<file path="src/rtl/nibble_add_scheduler.sv">
// nibble_add_scheduler
//   Shares one 4-bit adder slice between two requesters. Each request is a
//   WIDTH-bit add or subtract. Requests are granted round-robin and their
//   operands latched. The sum is then built one nibble per cycle, LSB first,
//   with a carry register between nibbles. The result is returned as a
//   one-cycle tagged strobe.
// Ports
//   clk, reset            : clock (rising edge), synchronous active-high reset
//   reqN_valid/ready      : request handshake for requester N (N = 0, 1)
//   reqN_a, reqN_b        : operands
//   reqN_sub              : 1 = A-B, 0 = A+B
//   rsp_valid             : one-cycle result strobe
//   rsp_id                : index of the requester that owns the result
//   rsp_sum, rsp_cout     : result and final carry (for sub, 1 = no borrow)
//   busy                  : an operation is in flight
module nibble_add_scheduler #(
  parameter int WIDTH = 16
) (
  input  logic             clk,
  input  logic             reset,
  input  logic             req0_valid,
  output logic             req0_ready,
  input  logic [WIDTH-1:0] req0_a,
  input  logic [WIDTH-1:0] req0_b,
  input  logic             req0_sub,
  input  logic             req1_valid,
  output logic             req1_ready,
  input  logic [WIDTH-1:0] req1_a,
  input  logic [WIDTH-1:0] req1_b,
  input  logic             req1_sub,
  output logic             rsp_valid,
  output logic             rsp_id,
  output logic [WIDTH-1:0] rsp_sum,
  output logic             rsp_cout,
  output logic             busy
);
  localparam int NIB = WIDTH / 4;
  localparam int CW  = (NIB > 1) ? $clog2(NIB) : 1;

  localparam logic [1:0] IDLE = 2'd0;
  localparam logic [1:0] CALC = 2'd1;
  localparam logic [1:0] DONE = 2'd2;

  logic [1:0]       state_q, state_d;
  logic             last_grant_q, last_grant_d;
  logic             carry_q, carry_d;
  logic [CW-1:0]    cnt_q, cnt_d;
  logic [WIDTH-1:0] a_q, a_d;
  logic [WIDTH-1:0] b_q, b_d;
  logic [WIDTH-1:0] work_q, work_d;
  logic             id_q, id_d;
  logic [WIDTH-1:0] rsp_sum_q, rsp_sum_d;
  logic             rsp_cout_q, rsp_cout_d;
  logic             rsp_id_q, rsp_id_d;

  logic             grant0, grant1, sel_sub;
  logic [4:0]       nib_sum;

  // Under contention the requester that did not win last time is granted.
  assign grant0 = req0_valid & (~req1_valid | last_grant_q);
  assign grant1 = req1_valid & (~req0_valid | ~last_grant_q);

  assign req0_ready = (state_q == IDLE) & grant0;
  assign req1_ready = (state_q == IDLE) & grant1;
  assign rsp_valid  = (state_q == DONE);
  assign busy       = (state_q != IDLE);
  assign rsp_sum    = rsp_sum_q;
  assign rsp_cout   = rsp_cout_q;
  assign rsp_id     = rsp_id_q;

  always_comb begin
    state_d      = state_q;
    last_grant_d = last_grant_q;
    carry_d      = carry_q;
    cnt_d        = cnt_q;
    a_d          = a_q;
    b_d          = b_q;
    work_d       = work_q;
    id_d         = id_q;
    rsp_sum_d    = rsp_sum_q;
    rsp_cout_d   = rsp_cout_q;
    rsp_id_d     = rsp_id_q;
    sel_sub      = 1'b0;
    nib_sum      = 5'd0;
    case (state_q)
      IDLE: begin
        if (grant0 | grant1) begin
          sel_sub      = grant1 ? req1_sub : req0_sub;
          a_d          = grant1 ? req1_a : req0_a;
          // Subtract as A + ~B + 1: invert B here, the +1 enters as carry-in.
          b_d          = (grant1 ? req1_b : req0_b) ^ {WIDTH{sel_sub}};
          carry_d      = sel_sub;
          id_d         = grant1;
          last_grant_d = grant1;
          cnt_d        = '0;
          state_d      = CALC;
        end
      end
      CALC: begin
        nib_sum = {1'b0, a_q[{cnt_q, 2'b00} +: 4]}
                + {1'b0, b_q[{cnt_q, 2'b00} +: 4]}
                + {4'd0, carry_q};
        work_d[{cnt_q, 2'b00} +: 4] = nib_sum[3:0];
        carry_d = nib_sum[4];
        cnt_d   = cnt_q + CW'(1);
        if (cnt_q == CW'(NIB - 1)) begin
          state_d    = DONE;
          rsp_sum_d  = work_d;
          rsp_cout_d = nib_sum[4];
          rsp_id_d   = id_q;
          cnt_d      = '0;
        end
      end
      DONE:    state_d = IDLE;
      default: state_d = IDLE;
    endcase
  end

  always_ff @(posedge clk) begin
    if (reset) begin
      state_q      <= IDLE;
      last_grant_q <= 1'b1;
      carry_q      <= 1'b0;
      cnt_q        <= '0;
      a_q          <= '0;
      b_q          <= '0;
      work_q       <= '0;
      id_q         <= 1'b0;
      rsp_sum_q    <= '0;
      rsp_cout_q   <= 1'b0;
      rsp_id_q     <= 1'b0;
    end else begin
      state_q      <= state_d;
      last_grant_q <= last_grant_d;
      carry_q      <= carry_d;
      cnt_q        <= cnt_d;
      a_q          <= a_d;
      b_q          <= b_d;
      work_q       <= work_d;
      id_q         <= id_d;
      rsp_sum_q    <= rsp_sum_d;
      rsp_cout_q   <= rsp_cout_d;
      rsp_id_q     <= rsp_id_d;
    end
  end
endmodule

</file>
<file path="config.mk">
export PLATFORM = sky130hd
export DESIGN_NAME = nibble_add_scheduler
export DESIGN_NICKNAME = d
export VERILOG_FILES = /design/src/rtl/nibble_add_scheduler.sv
export SDC_FILE = /design/constraint.sdc
export NUM_CORES = 1
export LEC_CHECK = 0
export CAP_MARGIN = 20
export CELL_PAD_IN_SITES_DETAIL_PLACEMENT = 1
export CELL_PAD_IN_SITES_GLOBAL_PLACEMENT = 1
export CORE_MARGIN = 10
export CORE_UTILIZATION = 40
export DETAILED_ROUTE_END_ITERATION = 6
export GPL_TIMING_DRIVEN = 0
export PLACE_DENSITY_LB_ADDON = 0.2
export SYNTH_ARGS = -nofsm -noshare
export SYNTH_HDL_FRONTEND = slang
export SYNTH_SLANG_ARGS = --single-unit
</file>
<file path="constraint.sdc">
create_clock -name clk -period 4.5 [get_ports clk]
set_input_delay 1.35 -clock clk [delete_from_list [all_inputs] [get_ports clk]]
set_output_delay 1.35 -clock clk [all_outputs]
set_load 0.05 [all_outputs]
</file>
# --- After elaboration in Yosys (flattened, before gate mapping) ---
# Cells that the tools add are included.
word_totals:
  register_bits: 73
  inputBits: 70
  output_inout_bits: 22
  word_cells: 54
classes:
  add_sub_neg: 4
  eq_ne: 5
  n_shift: 4
  muxes: 12
  n_bitwise: 11
  reduce_logical: 7
op_table:
  columns: ["op", "count"]
  rows:
  - ["$mux 16", 2]
  - ["$shiftx 16x5->4", 2]
  - ["$bwmux 16", 1]
  - ["$shift 4x6->16 const A", 1]
  - ["$shiftx 4x6->16", 1]
  - ["$xor 16x16->16", 1]
  - ["$mux 2", 4]
  - ["$pmux 2 s2", 2]
  - ["$reduce_and 2->1", 4]
  - ["$neg 4->6", 1]
  - ["$add 4x4->5", 1]
  - ["$add 5x1->5", 1]
  - ["$and 1x1->1", 4]
  - ["$eq 2x2->1 const B", 2]
  - ["$reduce_bool 2->1", 2]
  - ["$not 1->1", 3]
  - ["$or 1x1->1", 3]
  - ["$add 2x1->2 const B", 1]
  - ["$eq 2x1->1 const B", 1]
  - ["$logic_not 2->1", 1]
  - ["$mux 1", 2]
  - ["$ne 2x1->1 const B", 1]
  - ["$ne 2x2->1 const B", 1]
  - ["$pmux 1 s2", 1]

# --- Logic depth before layout (Yosys ltp) ---
logic_depth:
  ltp_word: 6
  depth_mapped: 9
  mapped_depth_nobuf: 8

# --- Least setup slack after synthesis ---
# OpenSTA, ideal clock, no wires.
synth_path:
  path_kind: "input to output"
  from: "input req1_valid"
  to: "output req1_ready"
  t_arrival_ns: 2.202
  t_required_ns: 3.150
  path_slack_ns: 0.948
  cell_stages: 3
  n_path_buf: 1
  path_cell_list: "a21boi_4 > buf_4 > and2_1"
synth_via:
  elab_chain_cells: 2
synth_lines:
  columns: ["item", "line", "text"]
  rows:
  - ["start: declaration", "26", "input logic req1_valid,"]
  - ["$and 1x1->1", "61", "assign grant1 = req1_valid & (~req0_valid | ~last_grant_q);"]
  - ["$and 1x1->1", "64", "assign req1_ready = (state_q == IDLE) & grant1;"]
  - ["end: declaration", "27", "output logic req1_ready,"]
# No other way between the ends.

# --- Worst setup path after layout ---
# Same ends and word-level chain as after synthesis.

==> results.sh <==
export IMPL_design_die_area_um2=13900
export IMPL_synth_async_reset_ratio_pct=0
export IMPL_synth_edf_count=0
export IMPL_critPathArrivalTime_ns=3.05
export IMPL_placeableCoreArea_um2=9280
export IMPL_top_area_cell_type_share_of_the_netlist_area_pct=38.0
export IMPL_count_of_nets_after_finishing=612
export IMPL_met1Wirelength_um=4720
export IMPL_route_detailed_vias_per_inst=5.28
export IMPL_combPwrFrac_pct=24.0
export IMPL_postSynthNetCount=512
export IMPL_power_per_cell_area_nw_per_um2=324
export IMPL_routed_wl_met3_um=563
export IMPL_syn_mean_instance_area_um2=8.92
export IMPL_setup_repair_after_global_routing_missed_its_margin="no"
export IMPL_min_period_over_period_pct=97.7
export IMPL_synth_most_common_cell="sky130_fd_sc_hd__dfxtp_1"
export IMPL_kind_of_start_point_of_the_critical_path="input port"
export IMPL_register_area_um2=1460
export IMPL_synth_yosys_warnings=0
export IMPL_final_layout_size_suffix_gt1_share_pct=9.51
export IMPL_drt_wl_cell_um=17.3
export IMPL_post_route_drc_count=0
export IMPL_transition_at_the_pin_with_the_smallest_max_transition_slack_ns=0.599
export IMPL_synth_cells_most_frequent="sky130_fd_sc_hd__dfxtp_1 (73), sky130_fd_sc_hd__nor2_1 (54), sky130_fd_sc_hd__nand2_1 (48), sky130_fd_sc_hd__a211oi_1 (33), sky130_fd_sc_hd__a21oi_1 (26)"
export IMPL_cts_buf_count=9
export IMPL_pin_count=92
export IMPL_clock_insertion_delay_worst_skew_ns=0.37
export IMPL_timing_critical_path_required_ns=3.15
export IMPL_timing_setup_tns_ns=0
export IMPL_dr_wl_met2_um=5900
export IMPL_report_final_hold_viol_count=0
export IMPL_final_instance_count_excl_fill=665
export IMPL_mappedNetlistArea_um2=3850
export IMPL_timing_slew_headroom_pct=59.7
export IMPL_dieWidth_um=118
export IMPL_tritoncts_num_sinks=73
export IMPL_setup_violations=0
export IMPL_cp_num_buf_inv=3
export IMPL_switching_fraction_of_total_power_pct=30.8
export IMPL_fmax_mhz=227
export IMPL_place_detailed_instances=649
export IMPL_totalWireLength_um=11500
export IMPL_htree_num_levels=3
export IMPL_worstSetupEndpointType="output pin"
export IMPL_io_buffer_count=89
export IMPL_grtUsageTotal_pct=16.4
export IMPL_critical_path_class="input port to output pin"
export IMPL_antenna_violations_before_repair=0
export IMPL_seq_power_share_pct=43.3
export IMPL_synth_ff_latch_count=73
export IMPL_total_switching_power_mw=0.509
export IMPL_clock_skew_final_ns=0.00931
export IMPL_hpwlAfterDp_um=9060
export IMPL_fillerInstances=1116
export IMPL_clock_tree_from_tritoncts="built"
export IMPL_clk_pin_slew_worst_paths_ns=0.07
export IMPL_max_stage_delay_ns=0.57
export IMPL_via_count_of_the_first_global_routing_pass=3903
export IMPL_highest_signal_layer="met4"
export IMPL_worstPathCellList="clkdlybuf4s50_1, a21boi_4, buf_4, and2_1, clkdlybuf4s15_2"
export IMPL_synthesis_instances=431
export IMPL_flow_area_growth_from_synthesis_pct=32.8
export IMPL_ys_types=48
export IMPL_initialDrtViolationCount=174
export IMPL_first_pass_grt_wire_length_um=19200
export IMPL_grt_remaining_overflow=0
export IMPL_vias=3511
export IMPL_synth_sequential_area_ratio_pct=38.0
export IMPL_hold_path_class="register to register"
export IMPL_routabilityCongestion=0.864
export IMPL_final_max_slew_violation_count=0
export IMPL_top_cells_by_area_synth="sky130_fd_sc_hd__dfxtp_1 (38%), sky130_fd_sc_hd__a211oi_1 (6.4%), sky130_fd_sc_hd__nor2_1 (5.3%)"
export IMPL_intPower_mw=1.15
export IMPL_synth_top_flop_cell="sky130_fd_sc_hd__dfxtp_1"
export IMPL_finalCriticalPeriod_ns=4.40
export IMPL_cts_root_buf="sky130_fd_sc_hd__clkbuf_8"
export IMPL_cellLeakagePower_nw=1.89
export IMPL_cts_hold_buffers_added=0
export IMPL_drt_pre_antenna_iters=4
export IMPL_post_synth_top_area_cell="sky130_fd_sc_hd__dfxtp_1"
export IMPL_part_of_the_total_power_dissipated_in_the_clock_network_pct=32.7
export IMPL_multiInputGateArea_um2=2170
export IMPL_crit_path_max_fanout=10
export IMPL_ir_worst_vdd_mv=0.114
export IMPL_cap_violations=0
export IMPL_antenna_cells=0
export IMPL_die_h_um=118
export IMPL_timing_critical_path_max_delay_family="buffers and inverters"
export IMPL_timing_critical_path_slowest_stage_cell="sky130_fd_sc_hd__clkdlybuf4s50_1"
export IMPL_maximum_number_of_pins_on_one_net_before_global_route_repair=14
export IMPL_clock_path_buffers=2
export IMPL_start_util_pct=41.4
export IMPL_floorplan_row_count=35
export IMPL_final_antenna_net_count=0
export IMPL_run_status="finished clean"
## worst paths after layout
path | from | endpoint | slack, ns | cells after the start
setup / recovery | req1_valid | req1_ready | 0.10 | 5
hold / removal | work_q[3] | work_q[3] | 0.46 | 2
setup reg to reg | cnt_q[0] | rsp_sum[9] | 1.28 | 9
hold reg to reg | work_q[3] | work_q[3] | 0.46 | 2
## cell usage in the layout (no fill, tap or decap), types with 3 or more instances in the layout
master                            Yosys  final
sky130_fd_sc_hd__a211oi_1            33     33
sky130_fd_sc_hd__a21oi_1             26     26
sky130_fd_sc_hd__a221oi_1             6      6
sky130_fd_sc_hd__a22oi_1              4      4
sky130_fd_sc_hd__a31oi_1              4      4
sky130_fd_sc_hd__a32oi_1              5      5
sky130_fd_sc_hd__and2_1               3      3
sky130_fd_sc_hd__and3_1               3      3
sky130_fd_sc_hd__buf_2               10     10
sky130_fd_sc_hd__buf_4                8      8
sky130_fd_sc_hd__clkbuf_1            14     14
sky130_fd_sc_hd__clkbuf_8             0     10
sky130_fd_sc_hd__clkdlybuf4s50_1      0     87
sky130_fd_sc_hd__dfxtp_1             73     73
sky130_fd_sc_hd__ha_1                 9      9
sky130_fd_sc_hd__inv_1               14     14
sky130_fd_sc_hd__mux2i_1             16     16
sky130_fd_sc_hd__mux4_2               8      8
sky130_fd_sc_hd__nand2_1             48     48
sky130_fd_sc_hd__nand2b_1             3      3
sky130_fd_sc_hd__nand3b_1             3      3
sky130_fd_sc_hd__nor2_1              54     54
sky130_fd_sc_hd__nor2b_1              4      4
sky130_fd_sc_hd__nor3_1               8      8
sky130_fd_sc_hd__o211ai_1            16     16
sky130_fd_sc_hd__xnor2_1             17     17
sky130_fd_sc_hd__xor2_1              16     16
## kinds of logic after synthesis
logic type / synth area share, %
adders and majority gates: 3.97
and+or+nand+nor: 16.4
muxes: 9.14
AOI/OAI and AO/OA: 19.3
DFF: 38.0
buffers and inverters: 5.69
xor gates and xnor gates: 7.51
## metrics by stage
stage          instance area (um2)  util (%)  hold slack, ns  setup slack [ns]  power [mW]
6_report                      5110      55.0           0.457             0.104        1.65
5_1_grt                       5110      55.0           0.476            0.0120        1.73
4_1_cts                       5100      55.0           0.458            0.0664        1.66
3_5_place_dp                  4900      52.8           0.448            -0.356        1.13
3_3_place_gp                  4900      52.8           0.441            -0.319        1.11
2_1_floorplan                 3850         -           0.432             0.948       0.977
## cell type report
class	count	area share, %
flip-flops and latches	73	28.6
clock buffers	10	2.70
well taps	129	3.16
inverters	15	1.10
clock inverters	6	1.30
multi-input cells	311	42.4
repair buffers	89	17.5
plain buffers	32	3.19
## worst min-delay path, delay by kind of cell, from the launching register on
kind / cells / cell delay [ns]
AOI/OAI and AO/OA: 1 / 0.05
and+or+nand+nor: 1 / 0.05
DFF: 1 / 0.31
## per-layer routing
metal / up-vias / global-route usage, %
li1: 1729 / -
met1: 1680 / 17.4
met2: 78 / 29.5
met3: 24 / 4.27
met4: 0 / 7.73
met5: - / 0
## timing repair
action	in CTS	in global routing
buffers inserted	0	0
resized for setup	3	1
endpoints found under the setup margin	1	1
pin swaps	0	0
## state kept, by name (all words and copies together) (netlist names), 2 cells and up
signal   flops
a_q         16
b_q         16
rsp_sum     16
work_q      16
cnt_q        2
state_q      2
## power by group through the flow
| stage | clock [mW] | combinational, mW | sequential (mW) |
|---|---|---|---|
| finish | 0.541 | 0.397 | 0.717 |
| global route | 0.574 | 0.437 | 0.723 |
| CTS | 0.542 | 0.400 | 0.717 |
| detailed placement | 0 | 0.396 | 0.731 |
| global placement | 0 | 0.383 | 0.728 |
| floorplan | 0 | 0.254 | 0.723 |
No activity file was read; power rests on OpenSTA's default activity.
==> RTL edit, RTL diff (same flow settings) <==
Take the reset off `a_q`, `b_q` and `rsp_sum_q` and load them in a clocked block of their own.
--- a/src/rtl/nibble_add_scheduler.sv
+++ b/src/rtl/nibble_add_scheduler.sv
@@ -123,9 +123,6 @@
       carry_q      <= 1'b0;
       cnt_q        <= '0;
-      a_q          <= '0;
-      b_q          <= '0;
       work_q       <= '0;
       id_q         <= 1'b0;
-      rsp_sum_q    <= '0;
       rsp_cout_q   <= 1'b0;
       rsp_id_q     <= 1'b0;
@@ -135,13 +132,16 @@
       carry_q      <= carry_d;
       cnt_q        <= cnt_d;
-      a_q          <= a_d;
-      b_q          <= b_d;
       work_q       <= work_d;
       id_q         <= id_d;
-      rsp_sum_q    <= rsp_sum_d;
       rsp_cout_q   <= rsp_cout_d;
       rsp_id_q     <= rsp_id_d;
     end
   end
+
+  always_ff @(posedge clk) begin
+    a_q       <= a_d;
+    b_q       <= b_d;
+    rsp_sum_q <= rsp_sum_d;
+  end
 endmodule
 
Formal check against the unedited RTL: differs if reset is asserted again (counterexample within 10 cycles, from zero or initial values and one cycle with reset high); with reset held inactive, the same outputs for 10 cycles.
==> RTL edit against the original RTL <==
Critical path depth down 1; design area is 4.6% lower; sequential share of layout area up 11 points; total power grew 8.3%; wire length fell by 20%; sequential cell count unchanged; synthesized area shrank 7.1%; worst setup slack improved by 0.072 ns.
==> RTL edit: results (changes against the original RTL) <==
{| class="wikitable"
! Metric !! Value
|-
| Number of buffers created by CTS || 9 (unchanged)
|-
| PostCTS Resize Cnt || 1 (was 3)
|-
| Routed wirelength normalized by instance count || 18.3 um (was 17.3 um)
|-
| Maximum number of pins on one net before global-route repair || 25 (was 14)
|-
| Distinct cell type count after synthesis || 39 (was 48)
|-
| Final weighted congestion in routability-driven placement || 0.809 (was 0.864)
|-
| Count of TritonRoute iterations in the first routing pass || 5 (was 4)
|-
| Status || finished, final reports clean (unchanged)
|-
| Layout Nets || 470 (was 612)
|-
| Global-route wire length before repair || 14.7 mm (was 19.2 mm)
|-
| Worst hold path endpoint || last_grant_q (was work_q[3])
|-
| Via Count || 2641 (was 3511)
|-
| Tot GR Track Use || 14.4% (was 16.4%)
|-
| Via count of the first global-routing pass || 2946 (was 3903)
|-
| Number of I/O port buffers || 90 (was 89)
|-
| Post-route clock skew || 0.0141 ns (was 0.00931 ns)
|-
| Most frequent cells after synthesis || sky130_fd_sc_hd__edfxtp_1, sky130_fd_sc_hd__dfxtp_1, sky130_fd_sc_hd__inv_1 (was sky130_fd_sc_hd__dfxtp_1, sky130_fd_sc_hd__nor2_1, sky130_fd_sc_hd__nand2_1)
|-
| Proportion of synthesized chip area in sequential cells || 54.3% (was 38.0%)
|-
| Leakage power of the design || 1.78 nW (was 1.89 nW)
|-
| Transition time at the pin with the least slew margin || 0.786 ns (was 0.599 ns)
|-
| Fraction of layout cells with a size suffix above 1 || 12.4% (was 9.51%)
|-
| Most area-consuming cells after synthesis || sky130_fd_sc_hd__edfxtp_1, sky130_fd_sc_hd__dfxtp_1, sky130_fd_sc_hd__mux2_2 (was sky130_fd_sc_hd__dfxtp_1, sky130_fd_sc_hd__a211oi_1, sky130_fd_sc_hd__nor2_1)
|-
| Placed wire-length estimate || 7.03 mm (was 9.06 mm)
|-
| Top flip-flop cell by instance count after synthesis || sky130_fd_sc_hd__edfxtp_1 (was sky130_fd_sc_hd__dfxtp_1)
|-
| Maximum fanout count along the critical path || 3 (was 10)
|-
| Setup slack of the most critical reg-to-reg path || 0.99 ns (was 1.28 ns)
|-
| Fillers || 925 (was 1116)
|-
| Count of flip-flops with a built-in enable after synthesis || 48 (was 0)
|-
| Endpoint of the worst register-to-register path || work_q[2] (was rsp_sum[9])
|-
| Initial DRC Count || 121 (was 174)
|-
| Worst vdd ir || 143 uV (was 114 uV)
|-
| Insertion delay of the later-clocked pin in the worst-skew pair || 0.35 ns (was 0.37 ns)
|-
| Worst hold slack || 0.462 ns (was 0.457 ns)
|-
| Switching power share of the total || 26.4% (was 30.8%)
|-
| Post-Syn Nets || 368 (was 512)
|-
| Hold Crit Start || last_grant_q (was work_q[3])
|-
| CP peak stage delay || 0.86 ns (was 0.57 ns)
|-
| Placement Cell Area || 4640 sq um (was 4900 sq um)
|}
RTL edit: layout make-up:
class | instances | area (sq um) | share of cell area [%]
buffer | 13 | 67.6 | 1.39
clock buffer | 11 | 131 | 2.70
clock inverter | 5 | 104 | 2.13
inverter | 25 | 93.8 | 1.93
multi-input combinational | 176 | 1470 | 30.2
sequential | 73 | 1940 | 39.9
tap | 108 | 135 | 2.77
timing repair buffer | 91 | 927 | 19.0
RTL edit: metal layers:
layer  up-vias  wire, um  track usage (%)
met1      1291      3620             15.4
met2        80      4710             24.5
li1       1254         -                -
met4         0       178             6.60
met5         -         0                0
met3        16       692             5.61
RTL edit: metrics by stage:
| step | instances | setup slack [ns] |
|---|---|---|
| detailed placement | 486 | -0.0804 |
| floorplan | 287 | 0.964 |
| CTS | 502 | 0.167 |
| global placement | 485 | -0.0717 |
| global route | 502 | 0.0900 |
| finish | 502 | 0.177 |
RTL edit: worst max-delay path by stage:
stage                            end  slack, ns  startpoint
final                     req0_ready       0.18  req0_valid
after global routing      req1_ready       0.09  req1_valid
after CTS                 req0_ready       0.17  req0_valid
after detailed placement  req1_ready      -0.08  req1_valid
after global placement    req1_ready      -0.07  req1_valid
after floorplan           req0_ready       0.96  req0_valid
RTL edit: critical path, delay by kind of cell:
kind | cells | cell delay [ns]
compound gates | 1 | 0.17
buf+inv | 2 | 1.36
simple gates | 1 | 0.10
RTL edit: logic make-up (layout without fill, tap and decap cells):
kind of cell,Yosys count,after routing,share of synthesized area (%)
fa+ha+maj,11,11,4.27
compound gates,47,47,8.93
mux,41,41,15.4
simple gates,59,59,8.12
buf+inv,38,145,4.52
xor+xnor,18,18,4.41
flops,73,73,54.3
RTL edit: power groups by stage:
stage | sequential (mW) | clock, mW | combinational [mW]
after floorplan | 0.801 | 0 | 0.234
after global placement | 0.805 | 0 | 0.374
final | 0.792 | 0.612 | 0.388
after global routing | 0.798 | 0.651 | 0.425
after CTS | 0.793 | 0.623 | 0.394
after detailed placement | 0.808 | 0 | 0.390
